`src/rtl/uart_pkg.sv`:
```
// rtl/uart_pkg.sv - shared UART constants, FSM state encoding and divider helper
// Purpose : parity mode codes and framing FSM encoding shared by TX and RX.
// Contents: PAR_NONE/PAR_ODD/PAR_EVEN, uart_state_t, calc_div().
package uart_pkg;

  localparam int PAR_NONE = 0;
  localparam int PAR_ODD  = 1;
  localparam int PAR_EVEN = 2;

  typedef enum logic [2:0] {
    S_IDLE   = 3'd0,
    S_START  = 3'd1,
    S_DATA   = 3'd2,
    S_PARITY = 3'd3,
    S_STOP   = 3'd4
  } uart_state_t;

  // Clocks per bit, rounded to nearest.
  function automatic int calc_div(input int clk_freq, input int baud);
    return (clk_freq + baud / 2) / baud;
  endfunction

endpackage

```
`src/rtl/uart_fifo.sv`:
```
// rtl/uart_fifo.sv - synchronous FIFO with occupancy level
// Purpose : power-of-2 deep FIFO, head word visible on pop_data (show-ahead).
// Ports   : clk, rst_n (async active-low), push/push_data, pop/pop_data,
//           full, empty, level (0..DEPTH).
module uart_fifo #(
  parameter int WIDTH = 8,
  parameter int DEPTH = 16
) (
  input  logic                     clk,
  input  logic                     rst_n,
  input  logic                     push,
  input  logic [WIDTH-1:0]         push_data,
  input  logic                     pop,
  output logic [WIDTH-1:0]         pop_data,
  output logic                     full,
  output logic                     empty,
  output logic [$clog2(DEPTH):0]   level
);

  localparam int AW = $clog2(DEPTH);

  logic [WIDTH-1:0] mem [DEPTH];
  logic [AW-1:0]    wr_ptr;
  logic [AW-1:0]    rd_ptr;
  logic             do_push;
  logic             do_pop;

  assign full     = (level == (AW+1)'(DEPTH));
  assign empty    = (level == '0);
  assign do_push  = push && !full;
  assign do_pop   = pop && !empty;
  assign pop_data = mem[rd_ptr];

  // Pointers are AW bits wide, so wrapping modulo DEPTH is implicit.
  always_ff @(posedge clk or negedge rst_n) begin
    if (!rst_n) begin
      wr_ptr <= '0;
      rd_ptr <= '0;
      level  <= '0;
    end else begin
      if (do_push) wr_ptr <= wr_ptr + 1'b1;
      if (do_pop)  rd_ptr <= rd_ptr + 1'b1;
      if (do_push && !do_pop)      level <= level + 1'b1;
      else if (do_pop && !do_push) level <= level - 1'b1;
    end
  end

  always_ff @(posedge clk) begin
    if (do_push) mem[wr_ptr] <= push_data;
  end

endmodule

```
`src/rtl/uart_tx_cfg.sv`:
```
// rtl/uart_tx_cfg.sv - configurable UART transmitter with transmit FIFO
// Purpose : frames FIFO words as start/data(LSB first)/parity/stop on rs232_tx.
// Ports   : clk, rst_n (async active-low); tx_data/tx_valid/tx_ready write side;
//           rs232_tx serial line (idle high); busy; fifo_level;
//           send_complete one-cycle pulse when the line goes idle.
module uart_tx_cfg
  import uart_pkg::*;
#(
  parameter int CLK_FREQ   = 50000000,
  parameter int BAUD       = 115200,
  parameter int DATA_BITS  = 8,
  parameter int PARITY     = 0,
  parameter int STOP_BITS  = 1,
  parameter int FIFO_DEPTH = 16
) (
  input  logic                          clk,
  input  logic                          rst_n,
  input  logic [DATA_BITS-1:0]          tx_data,
  input  logic                          tx_valid,
  output logic                          tx_ready,
  output logic                          rs232_tx,
  output logic                          busy,
  output logic [$clog2(FIFO_DEPTH):0]   fifo_level,
  output logic                          send_complete
);

  localparam int DIV = calc_div(CLK_FREQ, BAUD);
  localparam int CW  = $clog2(STOP_BITS * DIV) + 1;
  localparam logic [CW-1:0] BIT_LAST  = CW'(DIV - 1);
  localparam logic [CW-1:0] STOP_LAST = CW'(STOP_BITS * DIV - 1);

  if (DATA_BITS < 5 || DATA_BITS > 9) begin : g_bad_data_bits
    $error("uart_tx_cfg: DATA_BITS must be 5..9");
  end
  if (PARITY != PAR_NONE && PARITY != PAR_ODD && PARITY != PAR_EVEN) begin : g_bad_parity
    $error("uart_tx_cfg: PARITY must be 0, 1 or 2");
  end
  if (STOP_BITS != 1 && STOP_BITS != 2) begin : g_bad_stop_bits
    $error("uart_tx_cfg: STOP_BITS must be 1 or 2");
  end
  if (FIFO_DEPTH < 2 || (FIFO_DEPTH & (FIFO_DEPTH - 1)) != 0) begin : g_bad_depth
    $error("uart_tx_cfg: FIFO_DEPTH must be a power of 2, at least 2");
  end
  if (DIV < 2) begin : g_bad_div
    $error("uart_tx_cfg: CLK_FREQ/BAUD gives fewer than 2 clocks per bit");
  end

  uart_state_t          state;
  logic [CW-1:0]        cnt;
  logic [3:0]           bit_idx;
  logic [DATA_BITS-1:0] shreg;
  logic                 par_bit;
  logic                 rdy_en;
  logic                 line_bit;

  logic                 fifo_full;
  logic                 fifo_empty;
  logic [DATA_BITS-1:0] head;
  logic                 push;
  logic                 pop;

  // rdy_en holds tx_ready low for the first clock after reset release.
  assign tx_ready = rdy_en && !fifo_full;
  assign push     = tx_valid && tx_ready;
  assign pop      = !fifo_empty &&
                    ((state == S_IDLE) || (state == S_STOP && cnt == STOP_LAST));
  assign busy     = (state != S_IDLE) || !fifo_empty;

  uart_fifo #(
    .WIDTH (DATA_BITS),
    .DEPTH (FIFO_DEPTH)
  ) u_fifo (
    .clk       (clk),
    .rst_n     (rst_n),
    .push      (push),
    .push_data (tx_data),
    .pop       (pop),
    .pop_data  (head),
    .full      (fifo_full),
    .empty     (fifo_empty),
    .level     (fifo_level)
  );

  always_comb begin
    line_bit = 1'b1;
    case (state)
      S_START:  line_bit = 1'b0;
      S_DATA:   line_bit = shreg[0];
      S_PARITY: line_bit = par_bit;
      default:  line_bit = 1'b1;
    endcase
  end

  // rs232_tx is a register stage behind the FSM, giving the start bit
  // on the 2nd edge after accept while keeping every bit DIV clocks long.
  always_ff @(posedge clk or negedge rst_n) begin
    if (!rst_n) begin
      state         <= S_IDLE;
      cnt           <= '0;
      bit_idx       <= '0;
      shreg         <= '0;
      par_bit       <= 1'b0;
      rdy_en        <= 1'b0;
      rs232_tx      <= 1'b1;
      send_complete <= 1'b0;
    end else begin
      rdy_en        <= 1'b1;
      rs232_tx      <= line_bit;
      send_complete <= 1'b0;
      case (state)
        S_IDLE: begin
          if (!fifo_empty) begin
            state   <= S_START;
            cnt     <= '0;
            shreg   <= head;
            par_bit <= (PARITY == PAR_EVEN) ? ^head : ~^head;
          end
        end
        S_START: begin
          if (cnt == BIT_LAST) begin
            state   <= S_DATA;
            cnt     <= '0;
            bit_idx <= '0;
          end else begin
            cnt <= cnt + 1'b1;
          end
        end
        S_DATA: begin
          if (cnt == BIT_LAST) begin
            cnt   <= '0;
            shreg <= shreg >> 1;
            if (bit_idx == 4'(DATA_BITS - 1)) begin
              state <= (PARITY != PAR_NONE) ? S_PARITY : S_STOP;
            end else begin
              bit_idx <= bit_idx + 1'b1;
            end
          end else begin
            cnt <= cnt + 1'b1;
          end
        end
        S_PARITY: begin
          if (cnt == BIT_LAST) begin
            state <= S_STOP;
            cnt   <= '0;
          end else begin
            cnt <= cnt + 1'b1;
          end
        end
        S_STOP: begin
          if (cnt == STOP_LAST) begin
            cnt <= '0;
            if (!fifo_empty) begin
              state   <= S_START;
              shreg   <= head;
              par_bit <= (PARITY == PAR_EVEN) ? ^head : ~^head;
            end else begin
              state         <= S_IDLE;
              send_complete <= 1'b1;
            end
          end else begin
            cnt <= cnt + 1'b1;
          end
        end
        default: begin
          state <= S_IDLE;
          cnt   <= '0;
        end
      endcase
    end
  end

endmodule

```
`config.mk`:
```
export PLATFORM = sky130hd
export DESIGN_NAME = uart_tx_cfg
export DESIGN_NICKNAME = d
export VERILOG_FILES = /design/src/rtl/uart_pkg.sv /design/src/rtl/uart_fifo.sv /design/src/rtl/uart_tx_cfg.sv
export SDC_FILE = /design/constraint.sdc
export NUM_CORES = 1
export LEC_CHECK = 0
export BUFFER_PORTS_ARGS = -buffer_cell sky130_fd_sc_hd__buf_2
export CAP_MARGIN = 20
export CORE_ASPECT_RATIO = 1.1
export CORE_MARGIN = 10
export CORE_UTILIZATION = 36
export CTS_BUF_LIST = sky130_fd_sc_hd__clkbuf_4 sky130_fd_sc_hd__clkbuf_8 sky130_fd_sc_hd__clkbuf_16
export CTS_CLUSTER_SIZE = 16
export DETAILED_ROUTE_END_ITERATION = 8
export PLACE_DENSITY = 0.54
export SYNTH_ARGS = -nofsm -noshare
export SYNTH_HDL_FRONTEND = slang
export SYNTH_SLANG_ARGS = --single-unit
```
`constraint.sdc`:
```
create_clock -name clk -period 3.31 [get_ports clk]
set_input_delay 0.1655 -clock clk [delete_from_list [all_inputs] [get_ports clk]]
set_output_delay 0.1655 -clock clk [all_outputs]
set_load 0.005 [all_outputs]
```
==> results of run 1 <==
==> cells in the final DEF, fill, tap and decap left out, types with 11 or more instances in the layout <==
cell and count:
sky130_fd_sc_hd__dfrtp_1 40, sky130_fd_sc_hd__ha_1 13, sky130_fd_sc_hd__mux4_1 11, sky130_fd_sc_hd__nand3_1 12, sky130_fd_sc_hd__buf_2 19, sky130_fd_sc_hd__mux4_2 21
sky130_fd_sc_hd__nand2_1 41, sky130_fd_sc_hd__clkbuf_16 17, sky130_fd_sc_hd__and2_1 18, sky130_fd_sc_hd__inv_1 13, sky130_fd_sc_hd__a22oi_1 16, sky130_fd_sc_hd__edfxtp_1 128
sky130_fd_sc_hd__o21ai_0 31, sky130_fd_sc_hd__xnor2_1 16
==> cell families (layout without fill, tap and decap cells) <==
kind of cell	Yosys count	in the layout	synth area share
compound gates	66	66	0.0580
other cells	1	1	0.000517
flops	170	170	0.675
xor+xnor	19	19	0.0230
fa+ha+maj	14	14	0.0252
simple gates	105	105	0.0711
buf+inv	32	73	0.0276
mux	42	42	0.119
==> per-layer routing <==
layer / wire [um] / vias to the layer above
li1: - / 1765
met1: 6060 / 1883
met2: 6970 / 38
met3: 267 / 7
met4: 102 / 0
met5: 0 / -
==> worst register-to-register path, cell delays in order (launching register included) <==
cell                        delay, ns
sky130_fd_sc_hd__dfrtp_1         0.40
sky130_fd_sc_hd__inv_1           0.08
sky130_fd_sc_hd__ha_1            0.14
sky130_fd_sc_hd__and4b_1         0.18
sky130_fd_sc_hd__nand3_1         0.14
sky130_fd_sc_hd__a2111oi_4       0.39
sky130_fd_sc_hd__inv_1           0.10
sky130_fd_sc_hd__ha_1            0.26
sky130_fd_sc_hd__inv_1           0.14
sky130_fd_sc_hd__ha_1            0.27
sky130_fd_sc_hd__a21o_1          0.17
sky130_fd_sc_hd__a21oi_1         0.19
sky130_fd_sc_hd__xnor2_1         0.14
sky130_fd_sc_hd__nor2_1          0.07
sky130_fd_sc_hd__xor2_1          0.14
==> power groups by stage <==
stage                     Sequential [W]  Clock [W]  Combinational [W]
after global routing             0.00254    0.00207           0.000556
after CTS                        0.00252    0.00199           0.000495
after global placement           0.00256          0           0.000470
final                            0.00252    0.00194           0.000489
after floorplan                  0.00255          0           0.000314
after detailed placement         0.00257          0           0.000490
==> registers in the layout (all words and copies together) (netlist names), 3 cells and up <==
register / cells
bit_idx: 4
cnt: 10
shreg: 8
state: 3
u_fifo.level: 5
u_fifo.mem: 128
u_fifo.rd_ptr: 4
u_fifo.wr_ptr: 4
==> metrics by stage <==
stage	total power, W	hold WS [ns]	setup WS, ns	area (um2)
floorplan	0.00286	-0.130	0.341	7250
global placement	0.00303	0.376	0.495	7600
detailed placement	0.00306	0.385	0.406	7600
CTS	0.00501	0.0991	0.381	8190
global route	0.00516	0.0975	0.107	8210
finish	0.00495	0.108	0.392	8210
==> area by class of cell <==
class / instances / area, um2 / area share
Multi-Input combinational cell: 247 / 2150 / 0.262
Inverter: 14 / 52.6 / 0.00640
Clock buffer: 18 / 433 / 0.0527
Sequential cell: 170 / 4900 / 0.596
Tap cell: 252 / 315 / 0.0384
Timing Repair Buffer: 27 / 208 / 0.0253
Clock inverter: 14 / 153 / 0.0186
==> worst paths after layout <==
path / cells after the start / from / slack, ns / end
min in group clk: 1 / tx_data[7] / 0.12 / u_fifo.mem[1][7]$_DFFE_PP_
worst min register to register: 2 / shreg[3]$_DFFE_PN0P_ / 0.49 / shreg[3]$_DFFE_PN0P_
worst min-delay path: 2 / rst_n / 0.11 / shreg[6]$_DFFE_PN0P_
worst max-delay path: 14 / cnt[1]$_DFFE_PN0N_ / 0.39 / u_fifo.level[4]$_DFFE_PN0P_
max in group asynchronous: 3 / rst_n / 2.71 / rs232_tx$_DFF_PN1_
worst max register to register: 14 / cnt[1]$_DFFE_PN0N_ / 0.39 / u_fifo.level[4]$_DFFE_PN0P_
==> tab_implementation.tex, run 1 <==
\begin{tabular}{lr}
\hline
Metric & Value \\
\hline
\multicolumn{2}{l}{\textbf{Drt}} \\
\quad Via density per instance & 4.98 \\
\quad DR DRC count & 0 \\
\quad Routed wire per std cell & 18.1 um \\
\quad Total number of vias & roughly 3700 \\
\quad First DRT Iteration DRCs & about 210 \\
\quad DRT antenna net count & 0 \\
\quad Total Wirelength & 13400 um \\
\quad First-pass iteration count of the detailed router & 5 \\
\multicolumn{2}{l}{\textbf{STA}} \\
\quad Worst-case clock skew & 0.0246 ns \\
\quad Unrepaired setup endpoints after global routing & false \\
\quad Post-Route Setup TNS & 0 ns \\
\quad Maximum frequency from static timing analysis & 343 MHz \\
\quad Worst slew margin & 0.574 \\
\quad Setup violation total in the final timing report & 0 \\
\quad Part of the cycle the worst path needs & 0.882 \\
\quad Minimum clock period & 2.92 ns \\
\quad Pin slew with the least headroom to its limit & 0.638 ns \\
\quad Slew Limit Fails & 0 \\
\quad Hold violation count in the final report & 0 \\
\multicolumn{2}{l}{\textbf{Floorplanning}} \\
\quad Die extent in y & roughly 170 um \\
\quad Initial Util & 0.366 \\
\quad Area of the core region & between 15000 and 20000 um2 \\
\quad Die Footprint & 26200 um2 \\
\quad Total I/O pin count & 20 \\
\quad Site Rows & 54 \\
\quad DIE WIDTH & 155 um \\
\multicolumn{2}{l}{\textbf{Place}} \\
\quad GPL Wtd Cong & 0.722 \\
\quad HPWL after DPL & roughly 9000 um \\
\quad Number of port buffers & 19 \\
\quad Cell total after placement & 708 \\
\multicolumn{2}{l}{\textbf{Power and ir drop}} \\
\quad Internal power & roughly 0.0037 W \\
\quad Portion of total power attributed to combinational logic & 0.099 \\
\quad Peak supply drop & about 0.48 mV \\
\quad Clk pwr share & 0.392 \\
\quad Switching Fraction & 0.261 \\
\quad Total power density per cell area & 603 nW/um2 \\
\quad Net switching power & 0.00129 W \\
\quad Share of total power in sequential cells & 0.509 \\
\quad Leakage power figure & 2.94 nW \\
\multicolumn{2}{l}{\textbf{Critical path}} \\
\quad Data arrival time at the worst-slack endpoint & approximately 3.2 ns \\
\quad Data required time of the worst path & roughly 3.6 ns \\
\quad Category of the worst setup path capture point & flip-flop \\
\quad Top delay family on crit path & compound AO/OA/AOI/OAI gates \\
\quad Slowest cell on the critical path & sky130\_fd\_sc\_hd\_\_dfrtp\_1 \\
\quad Buf+Inv Stages, Crit Path & 3 \\
\quad Launching element type of the critical path & flip-flop \\
\quad CP max FO & 4 \\
\quad Cell-by-cell trace of the critical path & inv\_1, ha\_1, and4b\_1, nand3\_1, a2111oi\_4, inv\_1, ha\_1, inv\_1, ha\_1, a21o\_1, a21oi\_1, xnor2\_1, nor2\_1, xor2\_1 \\
\quad Max incr delay on CP & 0.40 ns \\
\quad Critical path type & reg2reg \\
\multicolumn{2}{l}{\textbf{Layout}} \\
\quad Fraction of layout cells with a size suffix above 1 & 0.171 \\
\quad N\_diodes & 0 \\
\quad Fill cells & between 1500 and 2000 \\
\quad Non-filler cells in the finished layout & 742 \\
\quad Area Growth Syn to Fin & 13.3\% \\
\quad Number of nets in the layout & 502 \\
\quad Final core utilization & 0.415 \\
\multicolumn{2}{l}{\textbf{Logic synthesis}} \\
\quad Number of distinct standard cells referenced by the synthesized netlist & 46 \\
\quad Mapped cell area & 7250 um2 \\
\quad Fraction of synthesized cell area taken by the top area cell type & 0.530 \\
\quad Dominant cell type by area after synthesis & sky130\_fd\_sc\_hd\_\_edfxtp\_1 \\
\quad Top post-synthesis cells by area & sky130\_fd\_sc\_hd\_\_edfxtp\_1 (53\%), sky130\_fd\_sc\_hd\_\_dfrtp\_1 (14\%), sky130\_fd\_sc\_hd\_\_mux4\_2 (6.5\%) \\
\quad Synthesis warning total & 0 \\
\quad Number of synthesized register bits & 170 \\
\quad Post-synth net total & about 470 \\
\quad Number of enable-type register cells in the synthesized netlist & 128 \\
\quad Proportion of register bits with asynchronous set or reset after synthesis & 0.247 \\
\quad Post-synthesis cell count & 449 \\
\quad Leading register cell type out of synthesis & sky130\_fd\_sc\_hd\_\_edfxtp\_1 \\
\quad Sequential fraction of the synthesis area & 0.675 \\
\quad Mean instance size in the synthesized netlist & 16.1 um2 \\
\quad Most used standard cells in the synthesized netlist & sky130\_fd\_sc\_hd\_\_edfxtp\_1 (128), sky130\_fd\_sc\_hd\_\_dfrtp\_1 (41), sky130\_fd\_sc\_hd\_\_nand2\_1 (41) \\
\quad Top-count cell post-synth & sky130\_fd\_sc\_hd\_\_edfxtp\_1 \\
\multicolumn{2}{l}{\textbf{Clock tree}} \\
\quad CTS tree & done \\
\quad Clock Sink Count & 170 \\
\quad Clock latency at the later pin of the worst-skew pair & 0.43 ns \\
\quad Number of buffers inserted to repair setup after CTS & 0 \\
\quad H-tree level count & 4 \\
\quad Inserted Clock Buffers & 17 \\
\quad Number of hold buffers added after cts & 1 \\
\quad Largest buffer count on any clock path & 2 \\
\quad Register clock-pin slew on the reported worst setup and hold paths & 0.07 ns \\
\quad Root Buffer Master & sky130\_fd\_sc\_hd\_\_clkbuf\_16 \\
\quad Total of cells resized after clock tree synthesis & 0 \\
\multicolumn{2}{l}{\textbf{Global routing}} \\
\quad GR met2 Demand/Resource & 0.181 \\
\quad Number of global-route vias before repair & 3977 \\
\quad Most Crowded Layer GR & met2 \\
\quad Wire length of the first global-routing pass & 22000 um \\
\quad Global Route met1 Usage & 0.132 \\
\quad Antenna violations before repair & 0 \\
\quad Pin count of the biggest net entering global routing & 43 \\
\quad Total routing resource utilization after global routing & 0.107 \\
\quad Met3 global-route usage & 0.0251 \\
\quad Global-route congestion overflow total & 0 \\
\multicolumn{2}{l}{\textbf{Run}} \\
\quad Number of violations of the max-capacitance limit & 0 \\
\multicolumn{2}{l}{\textbf{Run status}} \\
\quad Outcome & finished, final reports clean \\
\multicolumn{2}{l}{\textbf{Worst hold path}} \\
\quad Hold/Removal Path Class & in2async \\
\hline
\end{tabular}
Power figures use the tool's default switching activity.
==> run 2: changes to the inputs <==
Settings changed: BUFFER_PORTS_ARGS -buffer_cell sky130_fd_sc_hd__buf_2 to -buffer_cell sky130_fd_sc_hd__buf_4, SKIP_LAST_GASP set to 1.
==> tab_implementation.tex, run 2 (same netlist as run 1, synthesis figures left out) <==
\begin{tabular}{lr}
\hline
Metric & Value \\
\hline
\multicolumn{2}{l}{\textbf{Run status}} \\
\quad Outcome & finished, final reports clean \\
\multicolumn{2}{l}{\textbf{Global routing}} \\
\quad Pin count of the biggest net entering global routing & 43 \\
\quad Total routing resource utilization after global routing & 0.105 \\
\quad Global-route congestion overflow total & 0 \\
\quad Antenna violations before repair & 0 \\
\quad Wire length of the first global-routing pass & 21600 um \\
\quad Number of global-route vias before repair & 3960 \\
\multicolumn{2}{l}{\textbf{Layout}} \\
\quad Final core utilization & 0.415 \\
\quad Non-filler cells in the finished layout & 739 \\
\quad Biggest regs & u\_fifo.mem: 128 flops, cnt: 10 flops, shreg: 8 flops \\
\quad Fraction of layout cells with a size suffix above 1 & 0.164 \\
\quad Number of nets in the layout & 500 \\
\quad Flip-flop count of the largest register after layout & between 100 and 150 \\
\quad Top register by number of flip-flops & u\_fifo.mem \\
\quad Most frequent standard cell in the layout excluding fill and tap cells & sky130\_fd\_sc\_hd\_\_edfxtp\_1 \\
\quad N\_diodes & 0 \\
\quad Area Growth Syn to Fin & 13.3\% \\
\quad Commonest cells after routing, fill and taps aside & sky130\_fd\_sc\_hd\_\_edfxtp\_1 (128), sky130\_fd\_sc\_hd\_\_nand2\_1 (41), sky130\_fd\_sc\_hd\_\_dfrtp\_1 (40) \\
\multicolumn{2}{l}{\textbf{STA}} \\
\quad Hold slack final & 0.0411 ns \\
\quad Post-Route Setup TNS & 0 ns \\
\quad Part of the cycle the worst path needs & 0.887 \\
\quad Pin slew with the least headroom to its limit & 0.578 ns \\
\quad Hold violation count in the final report & 0 \\
\quad Minimum clock period & 2.94 ns \\
\quad Unrepaired setup endpoints after global routing & false \\
\quad Maximum frequency from static timing analysis & $\sim$340 MHz \\
\quad Slew Limit Fails & 0 \\
\quad Worst-case clock skew & roughly 0.015 ns \\
\quad Setup violation total in the final timing report & 0 \\
\quad Worst slew margin & 0.614 \\
\multicolumn{2}{l}{\textbf{Critical path}} \\
\quad Category of the worst setup path capture point & flip-flop \\
\quad Critical path type & reg2reg \\
\quad Cell depth of the worst flop-to-flop path & 14 \\
\quad Data required time of the worst path & 3.62 ns \\
\quad Data arrival time at the worst-slack endpoint & 3.24 ns \\
\quad CP max FO & 4 \\
\quad Launching element type of the critical path & flip-flop \\
\multicolumn{2}{l}{\textbf{Floorplanning}} \\
\quad Die extent in y & 169 um \\
\quad Die Footprint & about 26000 um2 \\
\quad Area of the core region & 19800 um2 \\
\quad DIE WIDTH & 155 um \\
\quad Site Rows & 54 \\
\quad Initial Util & 0.366 \\
\quad Total I/O pin count & 20 \\
\multicolumn{2}{l}{\textbf{Drt}} \\
\quad DR DRC count & 0 \\
\quad Total Wirelength & around 13000 um \\
\quad Via density per instance & 5.06 \\
\quad Total number of vias & 3741 \\
\quad First-pass iteration count of the detailed router & 4 \\
\quad Routed wire per std cell & 17.6 um \\
\quad DRT antenna net count & 0 \\
\quad First DRT Iteration DRCs & about 200 \\
\multicolumn{2}{l}{\textbf{Clock tree}} \\
\quad CTS tree & done \\
\quad Clock Sink Count & 170 \\
\quad Register clock-pin slew on the reported worst setup and hold paths & 0.07 ns \\
\quad Root Buffer Master & sky130\_fd\_sc\_hd\_\_clkbuf\_16 \\
\quad Total of cells resized after clock tree synthesis & 0 \\
\quad Largest buffer count on any clock path & 2 \\
\quad Clock latency at the later pin of the worst-skew pair & 0.43 ns \\
\quad Number of hold buffers added after cts & 1 \\
\quad H-tree level count & 4 \\
\quad Inserted Clock Buffers & 17 \\
\quad Number of buffers inserted to repair setup after CTS & 0 \\
\multicolumn{2}{l}{\textbf{Power and ir drop}} \\
\quad Total power density per cell area & just over 600 nW/um2 \\
\quad Peak supply drop & 0.497 mV \\
\quad Leakage power figure & about 2.9 nW \\
\quad Overall power & 0.00499 W \\
\multicolumn{2}{l}{\textbf{Worst hold path}} \\
\quad Hold/Removal Path Class & in2reg \\
\quad WHS Path Cells & 1 \\
\multicolumn{2}{l}{\textbf{Place}} \\
\quad Number of port buffers & 19 \\
\quad HPWL after DPL & between 8000 and 9000 um \\
\quad Cell total after placement & roughly 710 \\
\quad GPL Wtd Cong & 0.757 \\
\multicolumn{2}{l}{\textbf{Run}} \\
\quad Number of violations of the max-capacitance limit & 0 \\
\hline
\end{tabular}
run 2: layout make-up:
cell class / count / area [um2]
clock buffer: 17 / 425
clock inverter: 14 / 155
fill: 1784 / 11600
inverter: 14 / 52.6
multi-input combinational: 247 / 2150
sequential: 170 / 4900
tap: 252 / 315
timing repair buffer: 25 / 215
run 2: worst max-delay path, stage by stage (launching register included):
cell and delay, ns:
sky130_fd_sc_hd__dfrtp_1 0.40, sky130_fd_sc_hd__inv_1 0.09, sky130_fd_sc_hd__ha_1 0.13, sky130_fd_sc_hd__and4b_1 0.17
sky130_fd_sc_hd__nand3_1 0.15, sky130_fd_sc_hd__a2111oi_4 0.39, sky130_fd_sc_hd__inv_1 0.10, sky130_fd_sc_hd__ha_1 0.26
sky130_fd_sc_hd__inv_1 0.14, sky130_fd_sc_hd__ha_1 0.27, sky130_fd_sc_hd__a21o_1 0.17, sky130_fd_sc_hd__a21oi_1 0.21
sky130_fd_sc_hd__xnor2_1 0.14, sky130_fd_sc_hd__nor2_1 0.06, sky130_fd_sc_hd__xor2_1 0.14
run 2: path summary, 6_finish.rpt:
kind	slack, ns	start	end
max in group asynchronous	2.62	rst_n	u_fifo.rd_ptr[0]$_DFFE_PN0P_
hold / removal	0.04	tx_data[2]	u_fifo.mem[9][2]$_DFFE_PP_
setup reg to reg	0.37	cnt[1]$_DFFE_PN0N_	u_fifo.level[4]$_DFFE_PN0P_
hold reg to reg	0.48	shreg[0]$_DFFE_PN0P_	shreg[0]$_DFFE_PN0P_
setup / recovery	0.37	cnt[1]$_DFFE_PN0N_	u_fifo.level[4]$_DFFE_PN0P_
min in group asynchronous	0.27	rst_n	bit_idx[0]$_DFFE_PN0P_
run 2: stage by stage:
stage | setup slack [ns] | cell area [um2]
4_1_cts | 0.354 | 8210
2_1_floorplan | 0.341 | 7250
5_1_grt | 0.151 | 8210
3_3_place_gp | 0.509 | 7620
3_5_place_dp | 0.372 | 7620
6_report | 0.374 | 8210
run 2: per-layer routing:
| metal | wire length, um | part of all wire | global-route usage | vias up |
|---|---|---|---|---|
| met3 | 393 | 0.030 | 0.0251 | 15 |
| met1 | 5600 | 0.43 | 0.128 | 1918 |
| li1 | - | - | - | 1766 |
| met5 | 0 | 0 | 0 | - |
| met4 | 155 | 0.012 | 0.0383 | 0 |
| met2 | 6860 | 0.53 | 0.178 | 42 |
run 2: report_power, final:
part | internal, W | total, W | switching [W]
sequential | 0.00243 | 0.00252 | 0.0000866
combinational | 0.000225 | 0.000504 | 0.000279
clock | 0.00107 | 0.00196 | 0.000895
==> run 3: changes to the inputs <==
--- a/config.mk
+++ b/config.mk
@@ -18,3 +18,4 @@
 export SYNTH_ARGS = -nofsm -noshare
 export SYNTH_HDL_FRONTEND = slang
+export SYNTH_HIERARCHICAL = 1
 export SYNTH_SLANG_ARGS = --single-unit
==> constraint.sdc (replaced) <==
create_clock -name clk -period 3.31 [get_ports clk]
set_input_delay 0.1655 -clock clk [delete_from_list [all_inputs] [get_ports clk]]
set_output_delay 0.1655 -clock clk [all_outputs]
set_load 0.02 [all_outputs]
==> tab_implementation.tex, run 3 <==
\begin{tabular}{lr}
\hline
Metric & Value \\
\hline
\multicolumn{2}{l}{\textbf{Floorplanning}} \\
\quad Die Footprint & 27100 um2 \\
\quad Site Rows & 55 \\
\quad Area of the core region & 20600 um2 \\
\quad DIE WIDTH & 158 um \\
\quad Total I/O pin count & 20 \\
\quad Die extent in y & $\sim$170 um \\
\quad Initial Util & 0.366 \\
\multicolumn{2}{l}{\textbf{Global routing}} \\
\quad Total routing resource utilization after global routing & 0.120 \\
\quad Wire length of the first global-routing pass & $\sim$24000 um \\
\quad Pin count of the biggest net entering global routing & 43 \\
\quad Global-route congestion overflow total & 0 \\
\quad Antenna violations before repair & 0 \\
\quad Number of global-route vias before repair & 4303 \\
\multicolumn{2}{l}{\textbf{Drt}} \\
\quad First DRT Iteration DRCs & around 250 \\
\quad DR DRC count & 0 \\
\quad Total Wirelength & roughly 16000 um \\
\quad DRT antenna net count & 0 \\
\quad Via density per instance & 5.15 \\
\quad Total number of vias & 4179 \\
\quad Routed wire per std cell & 19.2 um \\
\quad First-pass iteration count of the detailed router & 4 \\
\multicolumn{2}{l}{\textbf{Clock tree}} \\
\quad Inserted Clock Buffers & 17 \\
\quad Number of buffers inserted to repair setup after CTS & 0 \\
\quad Register clock-pin slew on the reported worst setup and hold paths & 0.07 ns \\
\quad Clock Sink Count & 170 \\
\quad Clock latency at the later pin of the worst-skew pair & 0.43 ns \\
\quad Root Buffer Master & sky130\_fd\_sc\_hd\_\_clkbuf\_16 \\
\quad H-tree level count & 4 \\
\quad Largest buffer count on any clock path & 2 \\
\quad CTS tree & done \\
\multicolumn{2}{l}{\textbf{STA}} \\
\quad Setup WS post-layout & 0.232 ns \\
\quad Minimum clock period & 3.08 ns \\
\quad Slew Limit Fails & 0 \\
\quad Worst slew margin & 0.451 \\
\quad Hold violation count in the final report & 0 \\
\quad Post-Route Setup TNS & 0 ns \\
\quad Maximum frequency from static timing analysis & around 320 MHz \\
\quad Worst-case clock skew & 0.0141 ns \\
\quad Setup violation total in the final timing report & 0 \\
\quad Pin slew with the least headroom to its limit & 0.821 ns \\
\quad Unrepaired setup endpoints after global routing & false \\
\quad Part of the cycle the worst path needs & 0.930 \\
\multicolumn{2}{l}{\textbf{Power and ir drop}} \\
\quad Peak supply drop & 0.356 mV \\
\quad Leakage power figure & about 3.3 nW \\
\quad Total power density per cell area & between 500 and 600 nW/um2 \\
\multicolumn{2}{l}{\textbf{Logic synthesis}} \\
\quad Fraction of synthesized cell area taken by the top area cell type & 0.510 \\
\quad Number of synthesized register bits & 170 \\
\quad Sequential fraction of the synthesis area & 0.649 \\
\quad Synthesis warning total & 6 \\
\quad Post-synth net total & 521 \\
\quad Top-count cell post-synth & sky130\_fd\_sc\_hd\_\_edfxtp\_1 \\
\quad Dominant cell type by area after synthesis & sky130\_fd\_sc\_hd\_\_edfxtp\_1 \\
\quad Leading register cell type out of synthesis & sky130\_fd\_sc\_hd\_\_edfxtp\_1 \\
\quad Mapped cell area & 7540 um2 \\
\quad Mean instance size in the synthesized netlist & 15.2 um2 \\
\quad Most used standard cells in the synthesized netlist & sky130\_fd\_sc\_hd\_\_edfxtp\_1 (128), sky130\_fd\_sc\_hd\_\_nand2\_1 (49), sky130\_fd\_sc\_hd\_\_dfrtp\_1 (41) \\
\quad Number of enable-type register cells in the synthesized netlist & 128 \\
\quad Top post-synthesis cells by area & sky130\_fd\_sc\_hd\_\_edfxtp\_1 (51\%), sky130\_fd\_sc\_hd\_\_dfrtp\_1 (14\%), sky130\_fd\_sc\_hd\_\_mux4\_2 (4.8\%) \\
\quad Number of distinct standard cells referenced by the synthesized netlist & 68 \\
\quad Post-synthesis cell count & between 400 and 500 \\
\quad Proportion of register bits with asynchronous set or reset after synthesis & 0.247 \\
\multicolumn{2}{l}{\textbf{Critical path}} \\
\quad Data required time of the worst path & 3.66 ns \\
\quad Launching element type of the critical path & flip-flop \\
\quad Top delay family on crit path & simple AND/OR/NAND/NOR gates \\
\quad Max incr delay on CP & 0.51 ns \\
\quad Data arrival time at the worst-slack endpoint & 3.43 ns \\
\quad Slowest cell on the critical path & sky130\_fd\_sc\_hd\_\_or4\_4 \\
\quad Cell-by-cell trace of the critical path & or4\_4, nor2\_2, nor3\_1, a21boi\_2, o21a\_1, inv\_2, ha\_1, inv\_1, fa\_1, a21o\_1, a21oi\_1, mux2i\_1, xnor2\_1 \\
\quad CP max FO & 5 \\
\quad Buf+Inv Stages, Crit Path & 2 \\
\quad Category of the worst setup path capture point & flip-flop \\
\quad Critical path type & reg2reg \\
\multicolumn{2}{l}{\textbf{Place}} \\
\quad GPL Wtd Cong & 0.786 \\
\quad HPWL after DPL & around 11000 um \\
\quad Worst slack, placed & 0.181 ns \\
\quad Number of port buffers & 19 \\
\multicolumn{2}{l}{\textbf{Layout}} \\
\quad Fill cells & 1861 \\
\quad Commonest cells after routing, fill and taps aside & sky130\_fd\_sc\_hd\_\_edfxtp\_1 (128), sky130\_fd\_sc\_hd\_\_nand2\_1 (49), sky130\_fd\_sc\_hd\_\_buf\_4 (49) \\
\quad Top register by number of flip-flops & u\_fifo/mem \\
\quad Fraction of layout cells with a size suffix above 1 & 0.228 \\
\quad Area Growth Syn to Fin & 15.2\% \\
\quad Most frequent standard cell in the layout excluding fill and tap cells & sky130\_fd\_sc\_hd\_\_edfxtp\_1 \\
\quad Flip-flop count of the largest register after layout & 128 \\
\quad Biggest regs & u\_fifo/mem: 128 flops, cnt: 10 flops, shreg: 8 flops \\
\quad N\_diodes & 0 \\
\quad Number of nets in the layout & 567 \\
\multicolumn{2}{l}{\textbf{Worst hold path}} \\
\quad Hold/Removal Path Class & in2reg \\
\multicolumn{2}{l}{\textbf{Run status}} \\
\quad Outcome & finished, final reports clean \\
\multicolumn{2}{l}{\textbf{Run}} \\
\quad Number of violations of the max-capacitance limit & 0 \\
\hline
\end{tabular}
==> run 3: changes by cell type after synthesis, moves of 11 or more <==
| cell | delta |
|---|---|
| sky130_fd_sc_hd__and2_1 | -14 |
| sky130_fd_sc_hd__a221oi_1 | +14 |
| sky130_fd_sc_hd__mux4_1 | -11 |
| sky130_fd_sc_hd__nor2_1 | +17 |
| sky130_fd_sc_hd__mux2i_1 | +27 |
| sky130_fd_sc_hd__o21ai_0 | -18 |
==> run 3: per-layer routing <==
| layer | vias up | share of wire | global-route usage | wire [um] |
|---|---|---|---|---|
| met3 | 9 | 0.030 | 0.0287 | 474 |
| met1 | 2098 | 0.46 | 0.155 | 7170 |
| met4 | 0 | 0.011 | 0.0359 | 171 |
| met5 | - | 0 | 0 | 0 |
| li1 | 1996 | - | - | - |
| met2 | 76 | 0.50 | 0.195 | 7740 |
==> run 3: power breakdown <==
part	total (W)	switching, W	internal (W)
Clock	0.00199	0.000865	0.00113
Sequential	0.00253	0.0000937	0.00243
Combinational	0.000612	0.000350	0.000262
==> run 3: worst paths after layout <==
kind,startpoint,to,slack [ns],depth (start not counted)
max in group asynchronous,rst_n,u_fifo/rd_ptr[0]$_DFFE_PN0P_,2.63,2
min,tx_data[7],u_fifo/mem[11][7]$_DFFE_PP_,0.07,1
min reg2reg,bit_idx[3]$_DFFE_PN0P_,bit_idx[3]$_DFFE_PN0P_,0.49,1
max,u_fifo/level[3]$_DFFE_PN0P_,u_fifo/level[4]$_DFFE_PN0P_,0.23,13
max reg2reg,u_fifo/level[3]$_DFFE_PN0P_,u_fifo/level[4]$_DFFE_PN0P_,0.23,13
min in group asynchronous,rst_n,cnt[7]$_DFFE_PN0N_,0.26,2
==> run 3: kinds of logic (layout without fill, tap and decap cells) <==
group | after synthesis | after routing | share of synthesized area
other | 1 | 1 | 0.000497
AND/OR/NAND/NOR | 126 | 126 | 0.0880
buffers and inverters | 33 | 92 | 0.0287
XOR/XNOR | 24 | 24 | 0.0279
multiplexers | 60 | 60 | 0.111
flip-flops | 170 | 170 | 0.649
adder cells (fa/ha/maj) | 13 | 13 | 0.0226
AO/OA/AOI/OAI | 70 | 70 | 0.0717
==> run 3: layout make-up <==
class / instances / area, um2 / share of cell area
multi-input combinational: 294 / 2440 / 0.282
tap: 256 / 320 / 0.0369
clock inverter: 15 / 164 / 0.0189
clock buffer: 17 / 425 / 0.0490
inverter: 9 / 33.8 / 0.00389
sequential: 170 / 4900 / 0.564
timing repair buffer: 51 / 398 / 0.0458
==> run 3: metrics by stage <==
| step | power (W) | hold slack (ns) | cell area [um2] | utilization | cells |
|---|---|---|---|---|---|
| floorplan | 0.00292 | -0.130 | 7540 | - | 497 |
| global placement | 0.00315 | 0.190 | 8070 | 0.392 | 779 |
| detailed placement | 0.00318 | 0.205 | 8070 | 0.392 | 779 |
| CTS | 0.00517 | 0.0570 | 8660 | 0.421 | 812 |
| global route | 0.00534 | 0.0642 | 8680 | 0.422 | 812 |
| finish | 0.00513 | 0.0673 | 8680 | 0.422 | 812 |
==> run 3: timing repair <==
item                                    in CTS  in global routing
hold buffers                                 1                  0
endpoints found under the setup margin       0                  1
endpoints found under the hold margin       41                  0
gates resized for setup                      0                  4
